[config.mk]
export PLATFORM = sky130hd
export DESIGN_NAME = seq_divider
export DESIGN_NICKNAME = d
export VERILOG_FILES = /design/src/rtl/seq_divider.sv
export SDC_FILE = /design/constraint.sdc
export NUM_CORES = 1
export LEC_CHECK = 0
export ABC_AREA = 1
export CAP_MARGIN = 20
export CORE_AREA = 3 3 114 61
export DETAILED_ROUTE_END_ITERATION = 16
export DIE_AREA = 0 0 117 64
export PLACE_DENSITY = 0.7
export SYNTH_ARGS = -nofsm -noshare
export SYNTH_HDL_FRONTEND = slang
export SYNTH_SLANG_ARGS = --single-unit
[constraint.sdc]
create_clock -name clk -period 2.2 [get_ports clk]
set_clock_uncertainty 0.2 [all_clocks]
set_input_delay 0.22 -clock clk [delete_from_list [all_inputs] [get_ports clk]]
set_output_delay 0.22 -clock clk [all_outputs]
set_load 0.02 [all_outputs]
[src/rtl/seq_divider.sv]
// seq_divider: unsigned restoring divider producing one quotient bit per clock.
// A single shared subtractor does every iteration; START/BUSY/DONE handshake.
//
// Ports:
//   clk          rising-edge clock
//   reset        asynchronous, active-high reset
//   start        request a division (sampled only in IDLE)
//   dividend     unsigned dividend, captured on the accepting edge
//   divisor      unsigned divisor, captured on the accepting edge
//   busy         high while iterating
//   done         one-cycle pulse when results are valid
//   quotient     result quotient, held until the next accepted start
//   remainder    result remainder, held until the next accepted start
//   div_by_zero  set with done when the divisor was zero, held like the results
module seq_divider #(
    parameter int unsigned WIDTH = 8,
    parameter int unsigned CNT_W = 4
) (
    input  logic             clk,
    input  logic             reset,
    input  logic             start,
    input  logic [WIDTH-1:0] dividend,
    input  logic [WIDTH-1:0] divisor,
    output logic             busy,
    output logic             done,
    output logic [WIDTH-1:0] quotient,
    output logic [WIDTH-1:0] remainder,
    output logic             div_by_zero
);

    typedef enum logic [1:0] {
        IDLE   = 2'd0,
        CALC   = 2'd1,
        FINISH = 2'd2
    } state_t;

    state_t           state;
    logic [WIDTH-1:0] dvsr;
    logic [WIDTH-1:0] q_work;
    logic [WIDTH-1:0] r_work;
    logic [CNT_W-1:0] cnt;

    logic [WIDTH:0]   r_shift;
    logic [WIDTH:0]   diff;
    logic             borrow;
    logic [WIDTH-1:0] r_step;
    logic [WIDTH-1:0] q_step;

    // One restoring step. r_shift is WIDTH+1 bits; when its MSB is set it is
    // already >= 2^WIDTH > divisor, so a borrow is only possible with MSB clear,
    // in which case diff's MSB is the borrow.
    always_comb begin
        r_shift = {r_work, q_work[WIDTH-1]};
        diff    = r_shift - {1'b0, dvsr};
        borrow  = ~r_shift[WIDTH] & diff[WIDTH];
        r_step  = borrow ? r_shift[WIDTH-1:0] : diff[WIDTH-1:0];
        q_step  = {q_work[WIDTH-2:0], ~borrow};
    end

    // Control FSM with registered outputs.
    always_ff @(posedge clk or posedge reset) begin
        if (reset) begin
            state       <= IDLE;
            dvsr        <= '0;
            q_work      <= '0;
            r_work      <= '0;
            cnt         <= '0;
            busy        <= 1'b0;
            done        <= 1'b0;
            quotient    <= '0;
            remainder   <= '0;
            div_by_zero <= 1'b0;
        end else begin
            done <= 1'b0;
            case (state)
                IDLE: begin
                    if (start) begin
                        dvsr        <= divisor;
                        div_by_zero <= 1'b0;
                        if (divisor != '0) begin
                            q_work <= dividend;
                            r_work <= '0;
                            cnt    <= CNT_W'(WIDTH);
                            busy   <= 1'b1;
                            state  <= CALC;
                        end else begin
                            // Divide by zero resolves immediately with saturated quotient.
                            quotient    <= '1;
                            remainder   <= dividend;
                            div_by_zero <= 1'b1;
                            done        <= 1'b1;
                            state       <= FINISH;
                        end
                    end
                end
                CALC: begin
                    q_work <= q_step;
                    r_work <= r_step;
                    cnt    <= cnt - CNT_W'(1);
                    if (cnt == CNT_W'(1)) begin
                        quotient  <= q_step;
                        remainder <= r_step;
                        busy      <= 1'b0;
                        done      <= 1'b1;
                        state     <= FINISH;
                    end
                end
                FINISH: begin
                    state <= IDLE;
                end
                default: begin
                    state <= IDLE;
                end
            endcase
        end
    end

endmodule

---- Word-level counts from Yosys, hierarchy flattened ----
Index checks and enable logic that the tools add are counted.
W data, S select, Z words.
word-level totals
  output and inout bits ................... 19
  flip-flop bits (word level) ............. 49
  logic and storage cells ................. 59
  input port bits ......................... 19
operators by class
  reduce and logical (&&, ||, !) cells .... 8
  add/sub/neg operators ................... 2
  bitwise operators ....................... 3
  mux-type cells .......................... 30
  equal/unequal tests ..................... 6
operator list
  operator               number
  $mux W8                11
  $pmux W8 S2            4
  $sub A9 B8 Y9          1
  $mux W4                2
  $ne A2 B2 Y1 const B   4
  $pmux W4 S2            1
  $reduce_and A4 Y1      2
  $reduce_bool A8 Y1     1
  $mux W1                6
  $mux W2                3
  $eq A4 B1 Y1 const B   1
  $pmux W1 S2            2
  $pmux W2 S2            1
  $reduce_and A2 Y1      2
  $sub A4 B1 Y4 const B  1
  $reduce_and A3 Y1      1
  $eq A2 B1 Y1 const B   1
  $logic_not A2 Y1       1
  $not A1 Y1             2
  $reduce_bool A2 Y1     1
  $and A1 B1 Y1          1

---- Logic depth before layout (Yosys ltp) ----
  depth after elaboration ................. 5
  depth in mapped cells ................... 14

---- Worst setup path after synthesis ----
No wires, ideal clock.
  path kind ............................... reg2reg
  start point ............................. register q_work[7]
  end point ............................... register remainder[7]
  stages on the path, launching flop included .. 15
  arrival time ............................ 1674 ps
  setup slack ............................. 213 ps
  library setup time ...................... 113 ps
  clock period less this slack ............ 1987 ps
  data required time ...................... 1887 ps
  buffers on the path ..................... 0
  cell sequence ........................... dfrtp_1 -> inv_1 -> ha_1 -> inv_1 -> fa_1 -> nand2_1 -> nand2_1 -> nand3_2 -> nand2_2 -> nand2_4 -> nor2_8 -> nand2_1 -> nand3_1 -> nand2_1 -> inv_1
on the way
  word-level cells in the longest chain between the ends .. 5
ends and longest elaborated chain
  what                    line  RTL
  start, declared         39    logic [WIDTH-1:0] q_work;
  start signal, assigned  81    q_work <= dividend;
  start signal, assigned  97    q_work <= q_step;
  $sub A9 B8 Y9 (*)       54    diff = r_shift - {1'b0, dvsr};
  $and A1 B1 Y1           55    borrow = ~r_shift[WIDTH] & diff[WIDTH];
  $mux W8 (*)             56    r_step = borrow ? r_shift[WIDTH-1:0] : diff[WIDTH-1:0];
  $mux W8 (*)             100   if (cnt == CNT_W'(1)) begin
  $pmux W8 S2 (*)         75    case (state)
  end signal, assigned    89    remainder <= dividend;
  end signal, assigned    102   remainder <= r_step;
  end, declared           27    output logic [WIDTH-1:0] remainder,
Mark *: on every way between the ends. The rest lies on a longest branch, timed or not. The select of a mux whose other input is x is not followed.
A chain may end at the register's enable or synchronous reset.

---- Final worst setup path ----
  start point ............................. register q_work[7]
  end point ............................... register remainder[5]
Same word-level chain as after synthesis.

==> metrics.yaml <==
routing:
  drt-initial-drc-count: 101
  drc: 0
  wirelength_mm: 6.53
  wl_per_cell_um: 14.3
  num_vias: 2357
  viasPerCell: 5.15
  ant_nets: 0
  first_pass_iters: 5
clock_tree:
  insertion_delay_ns: 0.29
  cts-htree-levels: 2
  ctsHoldBuffers: 0
  clk_pin_slew_ns: 0.06
  cts_sinks: 49
  clock-root-buffer: "clkbuf_16"
  cts_made_buffers: 5
  cts_tree: "yes"
  clock_path_buffers: 2
timing:
  setup_viol: 0
  slew_headroom_pct: 73.1
  slew_viol_final: 0
  max_freq_mhz: 457
  hold_violations: 0
  fin_crit_ns: 2.19
  finalHoldWorstSlack_ns: 0.0359
  finalCritPeriodShare_pct: 99.6
  worst_pin_slew_ns: 0.403
yosys:
  synth_nets: 363
  synth-seq-cells: 49
  yosysTopAreaCellShare_pct: 45.4
  synth_cell_types: 34
  yosysWarnings: 0
  avgSynthCellArea_um2: 8.10
  syn_area_um2: 2700
  synthTopCellsByArea: "dfrtp_1 (45%), nand2_1 (11%), inv_1 (6.5%), nand3_1 (5.7%), ha_1 (4.6%)"
  synthCells: 333
  ys_seq_area_share_pct: 45.4
  yosysTopAreaCell: "dfrtp_1"
worst_setup_path:
  cpPeakStageDelay_ns: 0.41
  worst_setup_path_end_kind: "flop"
  cp-start-kind: "flop"
  crit_required_ns: 2.18
  path_buf_inv: 3
  crit_type: "reg -> reg"
  cp_top_family: "simple AND/OR/NAND/NOR gates"
  crit_chain: "inv_2 -> ha_4 -> inv_2 -> fa_2 -> nand2_2 -> nand2_2 -> nand3_2 -> nand2_4 -> nand2_8 -> nor2_8 -> nand2_1 -> nand3_1 -> nand2_1 -> inv_1"
  critPathArrivalTime_ns: 2.17
  crit_path_max_fanout: 6
  cp_slowest_cell: "fa_2"
  ff2ff_setup_slack_ns: 0.01
place:
  gp_congestion: 0.829
  post-dp-hpwl_mm: 4.41
  port_buffers: 37
floorplan:
  die_height_um: 64
  rows: 20
  die_area_um2: 7490
  start_util_pct: 44.9
  core-area_um2: 6010
  dieWidth_um: 117
  pin_count: 38
global_routing:
  grt_pass1_wl_mm: 10.8
  grt_max_degree: 33
  grt_pass1_vias: 2253
  antenna_found_initial: 0
  track_usage_pct: 18.1
  overflow: 0
pwr:
  p_leak_uw: 0.00167
  power_uw: 6050
  ir_drop_mv: 0.653
  power.density_nw_per_um2: 1750
flow_run:
  max-cap-violations: 0
layout:
  areaGrowthSynthToFinish_pct: 28.1
  nNetsFinal: 411
  drive_above_1_share_pct: 16.0
  antenna_cells: 0
  mostFrequentLayoutCell: "nand2_1"
  mostFrequentLayoutCells: "nand2_1 (70), dfrtp_1 (49), inv_1 (44), clkdlybuf4s50_1 (37), nand3_1 (29)"
outcome:
  status: "complete, no violations"
worst_hold_path:
  hold_path.class: "in -> async"
layer usage:
layer | GRT usage, % | vias to the layer above | part of all wire [%]
li1 | - | 1161 | -
met2 | 28.4 | 62 | 48
met4 | 4.86 | 0 | 1.7
met5 | 0 | - | 0
met3 | 4.64 | 14 | 6.3
met1 | 25.0 | 1120 | 44
path summary, 6_finish.rpt:
check	endpoint	depth (start not counted)	start
max	remainder[5]	14	q_work[7]
min reg2reg	div_by_zero	2	div_by_zero
min	cnt[1]	2	reset
max in group asynchronous	remainder[6]	3	reset
min in group clk	div_by_zero	2	div_by_zero
max reg2reg	remainder[5]	14	q_work[7]
what timing repair did:
| item | CTS | global route |
|---|---|---|
| setup buffers | 1 | 6 |
| gates resized for setup | 1 | 16 |
| cloned | 1 | 0 |
| pin swaps | 0 | 5 |
| endpoints found under the setup margin | 6 | 16 |
Yosys cell counts (all sizes together):
library cell	instances
fa	1
a21oi	15
a31oi	8
o21a	1
nand2	81
nand4	5
nor3	3
xor2	3
nand3	32
a21boi	5
buf	9
inv	52
dfrtp	49
or2	5
o21ai	19
a211oi	2
clkbuf	2
nand3b	1
xnor2	1
nor2	29
ha	10
power breakdown:
group | total [uW] | internal (uW) | leakage (uW) | switching, uW
sequential | 1570 | 1320 | 0.000571 | 244
clock | 852 | 528 | 0.0000797 | 324
combinational | 3640 | 1440 | 0.00102 | 2190
total | 6050 | 3290 | 0.00167 | 2760
worst register-to-register path: cells and delay by family, from the launching register on:
| family | cells | cell delay (ns) |
|---|---|---|
| simple gates | 9 | 0.79 |
| fa+ha+maj | 2 | 0.54 |
| flops | 1 | 0.39 |
| buf+inv | 3 | 0.17 |
flip-flops by register name, indices dropped and copies added, names as in the netlist:
name         count
done             1
quotient         8
r_work           8
dvsr             8
busy             1
div_by_zero      1
state            2
cnt              4
q_work           8
remainder        8
through the flow:
stage	cell area, um2	util [%]	setup slack (ns)	instances	TNS (ns)
after floorplan	2700	-	0.213	333	0
after global placement	3180	52.9	0.0990	443	0
after detailed placement	3180	52.9	0.0155	443	0
after CTS	3360	55.9	0.00980	452	0
after global routing	3460	57.6	-0.0624	458	-0.351
final	3460	57.6	0.00979	458	0
kinds of logic (layout without fill, tap and decap cells):
family / count (synthesis) / in the layout / synth area share (%)
AO/OA/AOI/OAI: 50 / 50 / 11.2
XOR/XNOR: 4 / 4 / 1.30
adder cells (fa/ha/maj): 11 / 11 / 5.38
buffers and inverters: 63 / 110 / 10.2
flip-flops: 49 / 49 / 45.4
AND/OR/NAND/NOR: 156 / 157 / 26.5
layout make-up:
type                            instances  area [um2]
Inverter                               52         195
Sequential cell                        49        1230
Fill cell                             525        2550
Clock buffer                            5         125
Clock inverter                          2        35.0
Timing Repair Buffer                   51         513
Multi-Input combinational cell        222        1270
Tap cell                               77        96.3
(Power assumes the default switching activity.)
